<file path="src/rtl/gpu_sched_pkg.sv">
// Shared types for the GPU command scheduler: FSM states, the command record
// and the read/write encoding of the rw bit.
package gpu_sched_pkg;

  typedef enum logic [1:0] {
    ST_IDLE   = 2'd0,
    ST_DRAIN  = 2'd1,
    ST_RENDER = 2'd2
  } state_e;

  localparam int CMD_OP_W   = 8;
  localparam int CMD_DATA_W = 16;

  localparam logic CMD_READ  = 1'b1;
  localparam logic CMD_WRITE = 1'b0;

  typedef struct packed {
    logic                  rw;
    logic [CMD_OP_W-1:0]   op;
    logic [CMD_DATA_W-1:0] data;
  } cmd_t;

endpackage

</file>
<file path="src/rtl/gpu_cmd_fifo.sv">
// Show-ahead FIFO of command records; head entry is visible on rd_data while
// not empty. Full/empty derive from the occupancy count.
module gpu_cmd_fifo
  import gpu_sched_pkg::*;
#(
  parameter int  DEPTH  = 16,
  parameter type item_t = cmd_t
) (
  input  logic                     clk,
  input  logic                     rst,
  input  logic                     push,
  input  item_t                    wr_data,
  input  logic                     pop,
  output item_t                    rd_data,
  output logic [$clog2(DEPTH):0]   count,
  output logic                     full,
  output logic                     empty
);

  localparam int AW = $clog2(DEPTH);

  item_t          mem [DEPTH];
  logic [AW-1:0]  wr_ptr;
  logic [AW-1:0]  rd_ptr;
  logic           do_push;
  logic           do_pop;

  assign full    = (count == (AW+1)'(DEPTH));
  assign empty   = (count == '0);
  assign do_push = push && !full;
  assign do_pop  = pop && !empty;
  assign rd_data = mem[rd_ptr];

  // Storage carries no reset; only the pointers and count define validity.
  always_ff @(posedge clk) begin
    if (do_push) mem[wr_ptr] <= wr_data;
  end

  always_ff @(posedge clk or posedge rst) begin
    if (rst) begin
      wr_ptr <= '0;
      rd_ptr <= '0;
      count  <= '0;
    end else begin
      if (do_push) wr_ptr <= wr_ptr + 1'b1;
      if (do_pop)  rd_ptr <= rd_ptr + 1'b1;
      case ({do_push, do_pop})
        2'b10:   count <= count + 1'b1;
        2'b01:   count <= count - 1'b1;
        default: count <= count;
      endcase
    end
  end

endmodule

</file>
<file path="src/rtl/gpu_cmd_scheduler.sv">
// Orders GPU commands around frame renders: writes are held while rendering,
// reads bypass them, and held writes drain before the next render is granted.
module gpu_cmd_scheduler
  import gpu_sched_pkg::*;
#(
  parameter int FIFO_DEPTH = 16,
  parameter int OP_W       = 8,
  parameter int DATA_W     = 16
) (
  input  logic                          clk_in,
  input  logic                          rst_in,
  input  logic                          cmd_valid,
  input  logic                          cmd_rw,
  input  logic [OP_W-1:0]               cmd_op,
  input  logic [DATA_W-1:0]             cmd_data,
  output logic                          cmd_ready,
  output logic                          exec_valid,
  output logic                          exec_rw,
  output logic [OP_W-1:0]               exec_op,
  output logic [DATA_W-1:0]             exec_data,
  input  logic                          exec_ready,
  input  logic                          frame_req,
  output logic                          frame_gnt,
  input  logic                          render_done,
  output logic                          rendering,
  output logic [$clog2(FIFO_DEPTH):0]   held_count,
  output state_e                        fsm_state
);

  // Both ports are valid/ready: a transfer happens on a clock edge where
  // valid && ready; the producer keeps its payload stable until then.

  typedef struct packed {
    logic              rw;
    logic [OP_W-1:0]   op;
    logic [DATA_W-1:0] data;
  } sched_cmd_t;

  state_e     state;
  sched_cmd_t in_cmd;
  sched_cmd_t head_cmd;
  logic       fifo_full;
  logic       fifo_empty;
  logic       slot_load;
  logic       push;
  logic       pop;
  logic       accept_read;

  assign fsm_state = state;
  assign in_cmd    = {cmd_rw, cmd_op, cmd_data};
  assign slot_load = !exec_valid || exec_ready;

  always_comb begin
    cmd_ready = 1'b0;
    case (state)
      ST_IDLE:   cmd_ready = (cmd_rw == CMD_WRITE) ? !fifo_full : (slot_load && fifo_empty);
      ST_RENDER: cmd_ready = (cmd_rw == CMD_WRITE) ? !fifo_full : slot_load;
      default:   cmd_ready = 1'b0;
    endcase
    if (rst_in) cmd_ready = 1'b0;
  end

  assign push        = cmd_valid && cmd_ready && (cmd_rw == CMD_WRITE);
  assign accept_read = cmd_valid && cmd_ready && (cmd_rw == CMD_READ);
  // Held writes stay put while a render is in progress.
  assign pop         = (state != ST_RENDER) && !fifo_empty && slot_load;

  gpu_cmd_fifo #(
    .DEPTH  (FIFO_DEPTH),
    .item_t (sched_cmd_t)
  ) u_fifo (
    .clk     (clk_in),
    .rst     (rst_in),
    .push    (push),
    .wr_data (in_cmd),
    .pop     (pop),
    .rd_data (head_cmd),
    .count   (held_count),
    .full    (fifo_full),
    .empty   (fifo_empty)
  );

  // Pop and a read accept are mutually exclusive: IDLE reads need an empty
  // FIFO and RENDER never pops.
  always_ff @(posedge clk_in or posedge rst_in) begin
    if (rst_in) begin
      exec_valid <= 1'b0;
      exec_rw    <= 1'b0;
      exec_op    <= '0;
      exec_data  <= '0;
    end else if (pop) begin
      exec_valid                     <= 1'b1;
      {exec_rw, exec_op, exec_data}  <= head_cmd;
    end else if (accept_read) begin
      exec_valid                     <= 1'b1;
      {exec_rw, exec_op, exec_data}  <= in_cmd;
    end else if (exec_ready) begin
      exec_valid <= 1'b0;
    end
  end

  always_ff @(posedge clk_in or posedge rst_in) begin
    if (rst_in) begin
      state     <= ST_IDLE;
      frame_gnt <= 1'b0;
      rendering <= 1'b0;
    end else begin
      frame_gnt <= 1'b0;
      case (state)
        ST_IDLE: begin
          if (frame_req) state <= ST_DRAIN;
        end
        ST_DRAIN: begin
          // Grant once the slot empties this edge with nothing left to pop.
          if (frame_gnt) begin
            state     <= ST_RENDER;
            rendering <= 1'b1;
          end else if (fifo_empty && slot_load) begin
            frame_gnt <= 1'b1;
          end
        end
        ST_RENDER: begin
          if (render_done) begin
            state     <= ST_IDLE;
            rendering <= 1'b0;
          end
        end
        default: state <= ST_IDLE;
      endcase
    end
  end

endmodule
</file>
<file path="config.mk">
export PLATFORM = sky130hd
export DESIGN_NAME = gpu_cmd_scheduler
export DESIGN_NICKNAME = d
export VERILOG_FILES = /design/src/rtl/gpu_sched_pkg.sv /design/src/rtl/gpu_cmd_fifo.sv /design/src/rtl/gpu_cmd_scheduler.sv
export SDC_FILE = /design/constraint.sdc
export NUM_CORES = 1
export LEC_CHECK = 0
export CORE_ASPECT_RATIO = 0.9
export CORE_MARGIN = 4
export CORE_UTILIZATION = 51
export CTS_CLUSTER_SIZE = 12
export DETAILED_ROUTE_END_ITERATION = 6
export PLACE_DENSITY_LB_ADDON = 0.05
export SYNTH_ARGS = -nofsm -noshare
export SYNTH_HDL_FRONTEND = slang
export SYNTH_SLANG_ARGS = --single-unit
</file>
<file path="constraint.sdc">
create_clock -name clk_in -period 4.55 [get_ports clk_in]
set_input_delay 1.365 -clock clk_in [delete_from_list [all_inputs] [get_ports clk_in]]
set_output_delay 1.365 -clock clk_in [all_outputs]
set_load 0.03 [all_outputs]
</file>
==> results.rst, run 1 <==
.. list-table::
   :header-rows: 1

   * - Metric
     - Value
   * - Syn Std Cell Area
     - approximately 17000 sq um
   * - Most used DFF post-synth
     - edfxtp_1
   * - Number of max-cap violations
     - 0
   * - Routability congestion estimate from global placement
     - 0.819
   * - Fin nets
     - slightly above 1000
   * - Clock sinks
     - 443
   * - Chain of cells forming the critical path
     - clkdlybuf4s50_1 -> nand2b_1 -> nand2_1 -> a21oi_1 -> o21a_1 -> buf_4
   * - CTS H-tree lvls
     - 2
   * - Asr flop ratio synth
     - 0.0971
   * - CTS root buf
     - clkbuf_16
   * - Total of warnings raised by yosys
     - 0
   * - Wire length of the first global-routing pass
     - around 58 mm
   * - Vias after detailed routing
     - 8780
   * - Worst hold path type
     - register to register
   * - Clock-pin slew on the worst setup and hold paths
     - 0.05 ns
   * - Top fanout value on the critical path
     - 3
   * - Max clock buf depth
     - 3
   * - Detailed-route vias per instance
     - 5.87
   * - Time the final worst path needs with I/O delays and setup
     - roughly 3.9 ns
   * - Post-Syn Nets
     - approximately 930
   * - Number of max-slew violations in the final report
     - 0
   * - Wire length after detailed routing
     - just under 40 mm
   * - Status
     - completed
   * - Cells after synthesis
     - 893
   * - Number of enable flip-flop cells after synthesis
     - 400
   * - Die outline area
     - 37300 sq um
   * - Post-synth cell types
     - 42
   * - Setup violations, final
     - 0
   * - Io pins
     - 67
   * - Worst-margin pin slew
     - around 1.0 ns
   * - # resized after CTS
     - 0
   * - Maximum number of pins on one net before global-route repair
     - 58
   * - Std cell rows
     - 64
   * - Number of buffers added by the clock tree synthesis step
     - 45
   * - Final period utilization
     - 0.847
   * - Maximum VDD drop
     - 397 uV
   * - Post-route ant nets
     - 0
   * - Register bit count reported by yosys
     - 443
   * - Relative slew slack
     - 0.335
   * - Setup Crit Path Kind
     - primary input to output port
   * - Share of post-route cells with drive strength above 1
     - 0.216
   * - Initial antenna violation count
     - 0
   * - Average detailed-routed wire length per instance
     - approximately 26 microns
   * - Final clock skew
     - around 0.021 ns
   * - Total grt overflow
     - 0
   * - Most frequent cells in the layout
     - edfxtp_1, mux4_2, mux2i_1
   * - Crit-path max cell delay
     - ~0.46 ns
   * - Setup TNS after final layout
     - 0 ns
   * - Layout Cells excl Fill
     - between 1000 and 1500
   * - HPWL after detailed placement
     - between 20 and 25 mm
   * - Height of the chip
     - ~180 microns
   * - Required time at the endpoint of the critical path
     - roughly 3.2 ns
   * - Hold Vio Cnt, Final
     - 0
   * - End-of-flow core utilization
     - 0.599
   * - Slowest stage cell on the critical path
     - clkdlybuf4s50_1
   * - CP arrival
     - ~2.5 ns
   * - Total power density per cell area
     - 579 nW/um^2
   * - Clock network latency to the later pin of the worst-skew pair
     - around 0.55 ns
   * - DRC Markers
     - 0
   * - Initial DRT Pass Iterations
     - 5
   * - First-iteration detailed-routing DRC count
     - around 660
   * - Most frequent standard cell in the layout excluding fill and tap cells
     - edfxtp_1
   * - Die Width
     - a little over 200 microns
   * - Count of buffers added by post-CTS timing repair for setup
     - 0
   * - CTS Hold Bufs
     - 0
   * - Achievable Freq
     - 260 MHz
   * - Vias in the first global route
     - 9186
   * - Post-synthesis sequential area ratio
     - 0.749
   * - RSZ-0062 raised after global routing
     - no
   * - Category of the worst setup path launch point
     - primary input
   * - Mean instance size in the synthesized netlist
     - just under 20 sq um
   * - Top Family by Delay on Critical Path
     - buffers and inverters
   * - Sort of element at the end of the critical path
     - output port
   * - Overall track demand over capacity in global routing
     - 0.210
   * - Buffers plus inverters on the worst setup path
     - 2
   * - TritonCTS clock tree
     - done
   * - Area added between synthesis and finish
     - 16.0%
   * - Number of instances in the placed design
     - about 1400
   * - Total inserted antenna cells
     - 0
   * - Initial core utilization
     - 0.516
   * - Placeable core region
     - between 30000 and 40000 sq um
   * - Port-buffer cells
     - 66
   * - Leakage Power
     - about 6.7 nW
==> routing by layer <==
layer / global-route usage / wire length [microns]
met5: 0 / 0
met4: 0.0494 / 748
met3: 0.0303 / 1780
met2: 0.350 / 19000
met1: 0.300 / 17000
==> power breakdown <==
part	internal [W]	total, W	switching [W]	leakage, nW
Combinational	0.00157	0.00315	0.00158	1.94
Sequential	0.00465	0.00515	0.000505	4.08
Clock	0.00200	0.00344	0.00144	0.668
==> state kept, by name, summed over array words and instances (netlist names), 2 cells and up <==
signal,cells
u_fifo.mem,400
exec_data,16
exec_op,8
u_fifo.count,5
u_fifo.rd_ptr,4
u_fifo.wr_ptr,4
fsm_state,2
==> final cells by class <==
cell class | count | area (sq um)
well taps | 462 | 578
clock inverters | 9 | 41.3
clock buffers | 73 | 1330
flip-flops and latches | 443 | 13100
repair buffers | 112 | 1030
inverters | 4 | 15.0
multi-input cells | 394 | 4180
fillers | 2423 | 13600
==> path summary, 6_finish.rpt <==
check                                      from               to  slack [ns]  cells past startpoint
worst max-delay path                 exec_ready        cmd_ready        0.70                      6
worst min-delay path                    exec_rw          exec_rw        0.50                      1
worst max register to register  u_fifo.count[1]  u_fifo.count[4]        1.60                     12
worst min register to register          exec_rw          exec_rw        0.50                      1
max in group asynchronous                rst_in     exec_data[1]        2.42                      3
min in group asynchronous                rst_in    exec_data[11]        1.34                      2
==> cells by family (layout without fill, tap and decap cells) <==
group	count (synthesis)	count (layout)	share of synthesized area
AO/OA/AOI/OAI	68	68	0.0366
XOR/XNOR	12	12	0.00601
adder cells (fa/ha/maj)	8	8	0.00573
buffers and inverters	56	198	0.0168
flip-flops	443	443	0.749
multiplexers	151	151	0.142
AND/OR/NAND/NOR	155	155	0.0441
==> cell usage after synthesis, drive strengths merged, types with 2 or more instances <==
| master | count | area [sq um] |
|---|---|---|
| nor4 | 2 | 12.5 |
| a21oi | 6 | 33.8 |
| mux2i | 72 | 721 |
| clkbuf | 14 | 52.6 |
| inv | 4 | 15.0 |
| nor3 | 4 | 20.0 |
| nor2 | 20 | 77.6 |
| xor2 | 5 | 43.8 |
| o21ai | 7 | 46.3 |
| nand2b | 31 | 194 |
| ha | 8 | 100 |
| nand2 | 61 | 229 |
| nor2b | 4 | 25.0 |
| xnor2 | 7 | 61.3 |
| nand4 | 26 | 163 |
| nand3 | 3 | 15.0 |
| mux4 | 77 | 1730 |
| buf | 38 | 226 |
| dfrtp | 43 | 1080 |
| mux2 | 2 | 22.5 |
| edfxtp | 400 | 12000 |
| o211ai | 24 | 230 |
| o221a | 24 | 270 |
==> stage by stage <==
| step | hold slack, ns | setup WS, ns | total power [W] | instance area, sq um |
|---|---|---|---|---|
| after CTS | 0.505 | 0.681 | 0.0119 | 20300 |
| after global routing | 0.542 | 0.602 | 0.0123 | 20300 |
| final | 0.502 | 0.697 | 0.0117 | 20300 |
| after global placement | 0.506 | 0.664 | 0.00839 | 18900 |
| after detailed placement | 0.493 | 0.586 | 0.00843 | 18900 |
| after floorplan | 0.574 | 0.129 | 0.00741 | 17500 |
(Power assumes the default switching activity.)
==> inputs of run 2 (changes only) <==
==> constraint.sdc (replaced) <==
create_clock -name clk_in -period 4 [get_ports clk_in]
set_input_delay 1.2 -clock clk_in [delete_from_list [all_inputs] [get_ports clk_in]]
set_output_delay 1.2 -clock clk_in [all_outputs]
set_load 0.03 [all_outputs]
==> run 2 against run 1 <==
  * Sequential power rose by 12%
  * Worst setup slack lost 0.25 ns
  * Clock skew fell by 0.0050 ns
  * Critical path depth unchanged
  * Combinational power is 18% higher
  * Die area unchanged
  * First-iteration DRC count increased by 18%
  * Register-to-register slack got worse by 0.62 ns
  * Cell count rose by 0.27%
  * Critical path type unchanged
  * Highest routed layer unchanged
==> results.rst, run 2 (synthesis results as in run 1) <==
.. list-table::
   :header-rows: 1

   * - Metric
     - Value
   * - Status
     - completed (unchanged)
   * - CTS Hold Bufs
     - 0 (unchanged)
   * - Clock network latency to the later pin of the worst-skew pair
     - 0.55 ns (about the same)
   * - Time the final worst path needs with I/O delays and setup
     - 3.55 ns
   * - Total grt overflow
     - 0 (unchanged)
   * - Top fanout value on the critical path
     - 3 (unchanged)
   * - Maximum number of pins on one net before global-route repair
     - 41 (was 58)
   * - Required time at the endpoint of the critical path
     - 2.80 ns (was 3.18 ns)
   * - First-iteration detailed-routing DRC count
     - 778 (was 658)
   * - Std cell rows
     - 64 (unchanged)
   * - Number of buffers added by the clock tree synthesis step
     - 46 (was 45)
   * - Area added between synthesis and finish
     - 17.0% (was 16.0%)
   * - Number of instances in the placed design
     - 1421 (was 1415)
   * - Worst hold path type
     - register to register (unchanged)
   * - Number of max-slew violations in the final report
     - 0 (unchanged)
   * - Total Power
     - 0.0136 W (was 0.0117 W)
   * - Vias in the first global route
     - 9443 (was 9186)
   * - Total inserted antenna cells
     - 0 (unchanged)
   * - Worst-margin pin slew
     - 0.807 ns (was 0.997 ns)
   * - Worst-case hold slack
     - 0.509 ns (was 0.502 ns)
   * - Most frequent standard cell in the layout excluding fill and tap cells
     - edfxtp_1 (unchanged)
   * - Initial antenna violation count
     - 0 (unchanged)
   * - Wire length after detailed routing
     - 39.2 mm (was 38.5 mm)
   * - Vias after detailed routing
     - 8843 (was 8780)
   * - Fill count
     - 2396 (was 2423)
   * - TritonCTS clock tree
     - done (unchanged)
   * - Hold path startpoint
     - exec_rw (unchanged)
   * - Port-buffer cells
     - 66 (unchanged)
   * - End-of-flow core utilization
     - 0.603 (was 0.599)
   * - Routability congestion estimate from global placement
     - 0.844 (was 0.819)
   * - Share of post-route cells with drive strength above 1
     - 0.224 (was 0.216)
   * - Most frequent cells in the layout
     - edfxtp_1, mux4_2, mux2i_1 (unchanged)
   * - Setup Crit Path Kind
     - primary input to output port (unchanged)
   * - # resized after CTS
     - 0 (unchanged)
   * - Maximum VDD drop
     - 449 uV (was 397 uV)
   * - DRC Markers
     - 0 (unchanged)
   * - Most flops, register
     - u_fifo.mem (unchanged)
   * - Largest registers
     - u_fifo.mem: 400 flops, exec_data: 16 flops, exec_op: 8 flops (unchanged)
   * - Slowest stage cell on the critical path
     - clkdlybuf4s50_1 (unchanged)
   * - Hold Vio Cnt, Final
     - 0 (unchanged)
   * - Source of the worst register-to-register timing path
     - u_fifo.count[0] (was u_fifo.count[1])
   * - Initial core utilization
     - 0.516 (unchanged)
   * - Chain of cells forming the critical path
     - clkdlybuf4s50_1 -> nand2b_1 -> nand2_1 -> a21oi_1 -> o21a_1 -> buf_4 (unchanged)
   * - Max clock buf depth
     - 3 (unchanged)
   * - Worst Hold Depth
     - 1 (unchanged)
   * - Count of buffers added by post-CTS timing repair for setup
     - 0 (unchanged)
   * - Relative slew slack
     - 0.462 (was 0.335)
   * - Achievable Freq
     - around 280 MHz
   * - HPWL after detailed placement
     - 23.6 mm (was 22.6 mm)
   * - R2R setup slack
     - 0.98 ns (was 1.60 ns)
   * - Fin nets
     - 1046 (was 1039)
   * - Setup TNS after final layout
     - 0 ns (unchanged)
   * - Detailed-route vias per instance
     - 5.89 (was 5.87)
   * - Placeable core region
     - 33900 sq um (unchanged)
   * - Leakage Power
     - 6.75 nW (was 6.70 nW)
   * - Overall track demand over capacity in global routing
     - 0.214 (was 0.210)
   * - Clock sinks
     - 443 (unchanged)
   * - Number of max-cap violations
     - 0 (unchanged)
   * - Post-route ant nets
     - 0 (unchanged)
   * - Category of the worst setup path launch point
     - primary input (unchanged)
   * - Clock-pin slew on the worst setup and hold paths
     - 0.06 ns (was 0.05 ns)
   * - Die Width
     - 203 microns (unchanged)
   * - Sort of element at the end of the critical path
     - output port (unchanged)
   * - Average detailed-routed wire length per instance
     - 26.1 microns (was 25.7 microns)
   * - Setup violations, final
     - 0 (unchanged)
   * - Endpoint of the most critical register-to-register path
     - u_fifo.count[4] (unchanged)
   * - Layout Cells excl Fill
     - 1501 (was 1497)
   * - Wire length of the first global-routing pass
     - 59.8 mm (was 58.1 mm)
   * - Reg2Reg Depth
     - 11 (was 12)
   * - Crit-path max cell delay
     - 0.48 ns (was 0.46 ns)
   * - Height of the chip
     - 184 microns (unchanged)
   * - Max FFs per register
     - 400 (unchanged)
   * - Initial DRT Pass Iterations
     - 5 (unchanged)
   * - Total power density per cell area
     - 665 nW/um^2 (was 579 nW/um^2)
   * - Io pins
     - 67 (unchanged)
   * - Final clock skew
     - 0.0165 ns (was 0.0214 ns)
   * - RSZ-0062 raised after global routing
     - no (unchanged)
   * - CTS H-tree lvls
     - 2 (unchanged)
   * - CTS root buf
     - clkbuf_16 (unchanged)
   * - Final period utilization
     - 0.888
   * - CP arrival
     - 2.35 ns (was 2.49 ns)
   * - Worst Hold Path EP
     - exec_rw (unchanged)
   * - Die outline area
     - 37300 sq um (unchanged)
[run 2: cell count changes in the layout (fill, tap and decap cells not counted), sizes merged]
cell and change:
clkbuf -2, clkinv -1, inv -1, bufinv +2, buf +6
[run 2: worst max path at each step]
stage	from	to	cells past startpoint
final	exec_ready	cmd_ready	6
after global routing	u_fifo.count[0]	cmd_ready	5
after CTS	exec_ready	cmd_ready	6
after detailed placement	rst_in	u_fifo.count[4]	13
after global placement	rst_in	u_fifo.count[4]	13
after floorplan	rst_in	u_fifo.mem[15][0]	5
[run 2: area by class of cell]
cell class,instances,area [sq um],share of cell area
multi-input cells,394,4210,0.206
clock buffers,71,1350,0.0660
repair buffers,118,1100,0.0538
flip-flops and latches,443,13100,0.641
well taps,462,578,0.0283
inverters,4,15.0,0.000735
clock inverters,9,91.3,0.00447
[run 2: stage by stage]
step                      instance area [sq um]  setup WS [ns]
after global placement                    19000          0.195
after global routing                      20400          0.322
after detailed placement                  19000          0.167
after CTS                                 20400          0.453
after floorplan                           17500          0.410
final                                     20400          0.449
[run 2: metal layers]
| layer | GRT usage | wire length (microns) | vias to the layer above |
|---|---|---|---|
| li1 | - | - | 3843 |
| met1 | 0.305 | 17200 | 4685 |
| met2 | 0.355 | 19300 | 250 |
| met3 | 0.0339 | 2030 | 65 |
| met4 | 0.0526 | 742 | 0 |
| met5 | 0 | 0 | - |
[run 2: worst max-delay path, delay by kind of cell]
| family | cells | cell delay (ns) |
|---|---|---|
| buffers and inverters | 2 | 0.64 |
| AND/OR/NAND/NOR | 2 | 0.22 |
| AO/OA/AOI/OAI | 2 | 0.30 |
[run 2: power breakdown]
| part | total (W) | internal [W] | switching [W] |
|---|---|---|---|
| registers | 0.00579 | 0.00529 | 0.000505 |
| logic | 0.00372 | 0.00180 | 0.00193 |
| clock network | 0.00408 | 0.00243 | 0.00165 |
| total | 0.0136 | 0.00952 | 0.00408 |
==> inputs of run 3 (changes only) <==
--- a/config.mk
+++ b/config.mk
@@ -7,10 +7,12 @@
 export LEC_CHECK = 0
 export CORE_ASPECT_RATIO = 0.9
 export CORE_MARGIN = 4
-export CORE_UTILIZATION = 51
+export CORE_UTILIZATION = 50
 export CTS_CLUSTER_SIZE = 12
 export DETAILED_ROUTE_END_ITERATION = 6
 export PLACE_DENSITY_LB_ADDON = 0.05
+export SLEW_MARGIN = 20
 export SYNTH_ARGS = -nofsm -noshare
 export SYNTH_HDL_FRONTEND = slang
 export SYNTH_SLANG_ARGS = --single-unit
+export TNS_END_PERCENT = 5
==> run 3 against run 2 <==
  * Non-clock buffer count shrank 3
  * Via count decreased by 0.77%
  * Flip-flop and latch count unchanged
  * Critical endpoint unchanged
==> results.rst, run 3 (synthesis results as in run 1) <==
.. list-table::
   :header-rows: 1

   * - Metric
     - Value
   * - Met3 layer wire length in the routed design
     - 1.76 mm (was 2.03 mm)
   * - Maximum number of pins on one net before global-route repair
     - 47 (was 41)
   * - Clock network latency to the later pin of the worst-skew pair
     - 0.54 ns (was 0.55 ns)
   * - Height of the chip
     - 185 microns (was 184 microns)
   * - DRC Markers
     - 0 (unchanged)
   * - Source of the worst register-to-register timing path
     - u_fifo.count[0] (unchanged)
   * - Chain of cells forming the critical path
     - clkdlybuf4s50_1 -> nand2b_1 -> nand3_1 -> o21ai_0 -> o21a_1 -> buf_4 (was clkdlybuf4s50_1 -> nand2b_1 -> nand2_1 -> a21oi_1 -> o21a_1 -> buf_4)
   * - Top Family by Delay on Critical Path
     - buffers and inverters (unchanged)
   * - Hold path startpoint
     - exec_rw (unchanged)
   * - Average detailed-routed wire length per instance
     - 25.7 microns (was 26.1 microns)
   * - CP arrival
     - 2.38 ns (was 2.35 ns)
   * - Relative slew slack
     - 0.384 (was 0.462)
   * - Share of post-route cells with drive strength above 1
     - 0.216 (was 0.224)
   * - CTS Hold Bufs
     - 0 (unchanged)
   * - First-iteration detailed-routing DRC count
     - 695 (was 778)
   * - Number of max-cap violations
     - 0 (unchanged)
   * - Sort of element at the end of the critical path
     - output port (unchanged)
   * - Hold Vio Cnt, Final
     - 0 (unchanged)
   * - Number of max-slew violations in the final report
     - 0 (unchanged)
   * - Clock sinks
     - 443 (unchanged)
   * - Initial antenna violation count
     - 0 (unchanged)
   * - Post-route ant nets
     - 0 (unchanged)
   * - Std cell rows
     - 64 (unchanged)
   * - Reg2Reg Depth
     - 11 (unchanged)
   * - R2R setup slack
     - 1.07 ns (was 0.98 ns)
   * - Most flops, register
     - u_fifo.mem (unchanged)
   * - Time the final worst path needs with I/O delays and setup
     - 3.58 ns (was 3.55 ns)
   * - Area added between synthesis and finish
     - 16.1% (was 17.0%)
   * - Area of the multi-input gates
     - 4210 sq um (about the same)
   * - Setup violations, final
     - 0 (unchanged)
   * - Max FFs per register
     - 400 (unchanged)
   * - Required time at the endpoint of the critical path
     - 2.80 ns (about the same)
   * - Initial DRT Pass Iterations
     - 5 (unchanged)
   * - Total grt overflow
     - 0 (unchanged)
   * - Highest Signal Layer
     - met4 (unchanged)
   * - Die outline area
     - 38000 sq um (was 37300 sq um)
   * - RSZ-0062 raised after global routing
     - no (unchanged)
   * - Initial core utilization
     - 0.510 (was 0.516)
   * - Total power density per cell area
     - 655 nW/um^2 (was 665 nW/um^2)
   * - Endpoint of the most critical register-to-register path
     - u_fifo.count[4] (unchanged)
   * - Overall track demand over capacity in global routing
     - 0.208 (was 0.214)
   * - Top fanout value on the critical path
     - 3 (unchanged)
   * - Count of buffers added by post-CTS timing repair for setup
     - 0 (unchanged)
   * - Io pins
     - 67 (unchanged)
   * - Vias after detailed routing
     - 8775 (was 8843)
   * - Detailed-route vias per instance
     - 5.87 (was 5.89)
   * - HPWL after detailed placement
     - 23.0 mm (was 23.6 mm)
   * - Wire length after detailed routing
     - 38.5 mm (was 39.2 mm)
   * - Maximum VDD drop
     - 389 uV (was 449 uV)
   * - Wire length of the first global-routing pass
     - 58.6 mm (was 59.8 mm)
   * - Max clock buf depth
     - 3 (unchanged)
   * - Final period utilization
     - 0.895 (was 0.888)
   * - Vias in the first global route
     - 9290 (was 9443)
   * - Worst setup startpoint
     - exec_ready (unchanged)
   * - Status
     - completed (unchanged)
   * - Worst-margin pin slew
     - 0.924 ns (was 0.807 ns)
   * - Fin nets
     - 1042 (was 1046)
   * - Final clock skew
     - 0.00919 ns (was 0.0165 ns)
   * - TritonCTS clock tree
     - done (unchanged)
   * - Clock-pin slew on the worst setup and hold paths
     - 0.06 ns (about the same)
   * - Buffers plus inverters on the worst setup path
     - 2 (unchanged)
   * - Leakage Power
     - 6.68 nW (was 6.75 nW)
   * - Port-buffer cells
     - 66 (unchanged)
   * - Most frequent standard cell in the layout excluding fill and tap cells
     - edfxtp_1 (unchanged)
   * - CTS H-tree lvls
     - 2 (unchanged)
   * - Category of the worst setup path launch point
     - primary input (unchanged)
   * - Die Width
     - 205 microns (was 203 microns)
   * - Total Power
     - 0.0133 W (was 0.0136 W)
   * - Crit-path max cell delay
     - 0.42 ns (was 0.48 ns)
   * - Worst hold path type
     - register to register (unchanged)
   * - Setup TNS after final layout
     - 0 ns (unchanged)
   * - # resized after CTS
     - 0 (unchanged)
   * - Crit path depth
     - 6 (unchanged)
   * - Fill count
     - 2561 (was 2396)
   * - CTS root buf
     - clkbuf_16 (unchanged)
   * - Capture point of the critical path
     - cmd_ready (unchanged)
   * - Slowest stage cell on the critical path
     - clkdlybuf4s50_1 (unchanged)
   * - Number of buffers added by the clock tree synthesis step
     - 45 (was 46)
   * - Sequential standard cell area
     - 13100 sq um (unchanged)
   * - Placeable core region
     - 34300 sq um (was 33900 sq um)
   * - Total inserted antenna cells
     - 0 (unchanged)
   * - Most frequent cells in the layout
     - edfxtp_1, mux4_2, mux2i_1 (unchanged)
   * - Met2 layer wire length in the routed design
     - 18.9 mm (was 19.3 mm)
   * - Routability congestion estimate from global placement
     - 0.820 (was 0.844)
   * - Largest registers
     - u_fifo.mem: 400 flops, exec_data: 16 flops, exec_op: 8 flops (unchanged)
   * - M1 WL
     - 17.1 mm (was 17.2 mm)
   * - Setup Crit Path Kind
     - primary input to output port (unchanged)
   * - Achievable Freq
     - 279 MHz (was 282 MHz)
[run 3: worst min path at each step]
stage	end	slack [ns]	cells past startpoint
2_1_floorplan	u_fifo.wr_ptr[3]	0.57	2
3_3_place_gp	exec_rw	0.51	1
3_5_place_dp	exec_rw	0.52	1
6_report	exec_rw	0.53	1
4_1_cts	exec_rw	0.53	1
5_1_grt	exec_rw	0.56	1
[run 3: report_power, final]
group,internal [W],switching [W]
Sequential,0.00529,0.000540
Clock,0.00220,0.00160
Combinational,0.00180,0.00185
[run 3: area by class of cell]
cell class	count	area share
flip-flops and latches	443	0.646
repair buffers	115	0.0530
well taps	462	0.0285
clock inverters	6	0.00259
inverters	4	0.000740
clock buffers	72	0.0620
multi-input cells	394	0.208
[run 3: metal layers]
| layer | vias to the layer above | GRT usage |
|---|---|---|
| met3 | 63 | 0.0305 |
| met4 | 0 | 0.0501 |
| li1 | 3833 | - |
| met1 | 4642 | 0.302 |
| met2 | 237 | 0.341 |
| met5 | - | 0 |
[run 3: metrics by stage]
| step | hold slack [ns] | utilization | setup slack (ns) | instances | instance area, sq um |
|---|---|---|---|---|---|
| 6_report | 0.533 | 0.592 | 0.421 | 1496 | 20300 |
| 5_1_grt | 0.563 | 0.592 | 0.351 | 1496 | 20300 |
| 4_1_cts | 0.534 | 0.592 | 0.434 | 1496 | 20300 |
| 3_5_place_dp | 0.522 | 0.554 | 0.151 | 1418 | 19000 |
| 3_3_place_gp | 0.509 | 0.554 | 0.217 | 1418 | 19000 |
| 2_1_floorplan | 0.574 | - | -0.212 | 893 | 17500 |
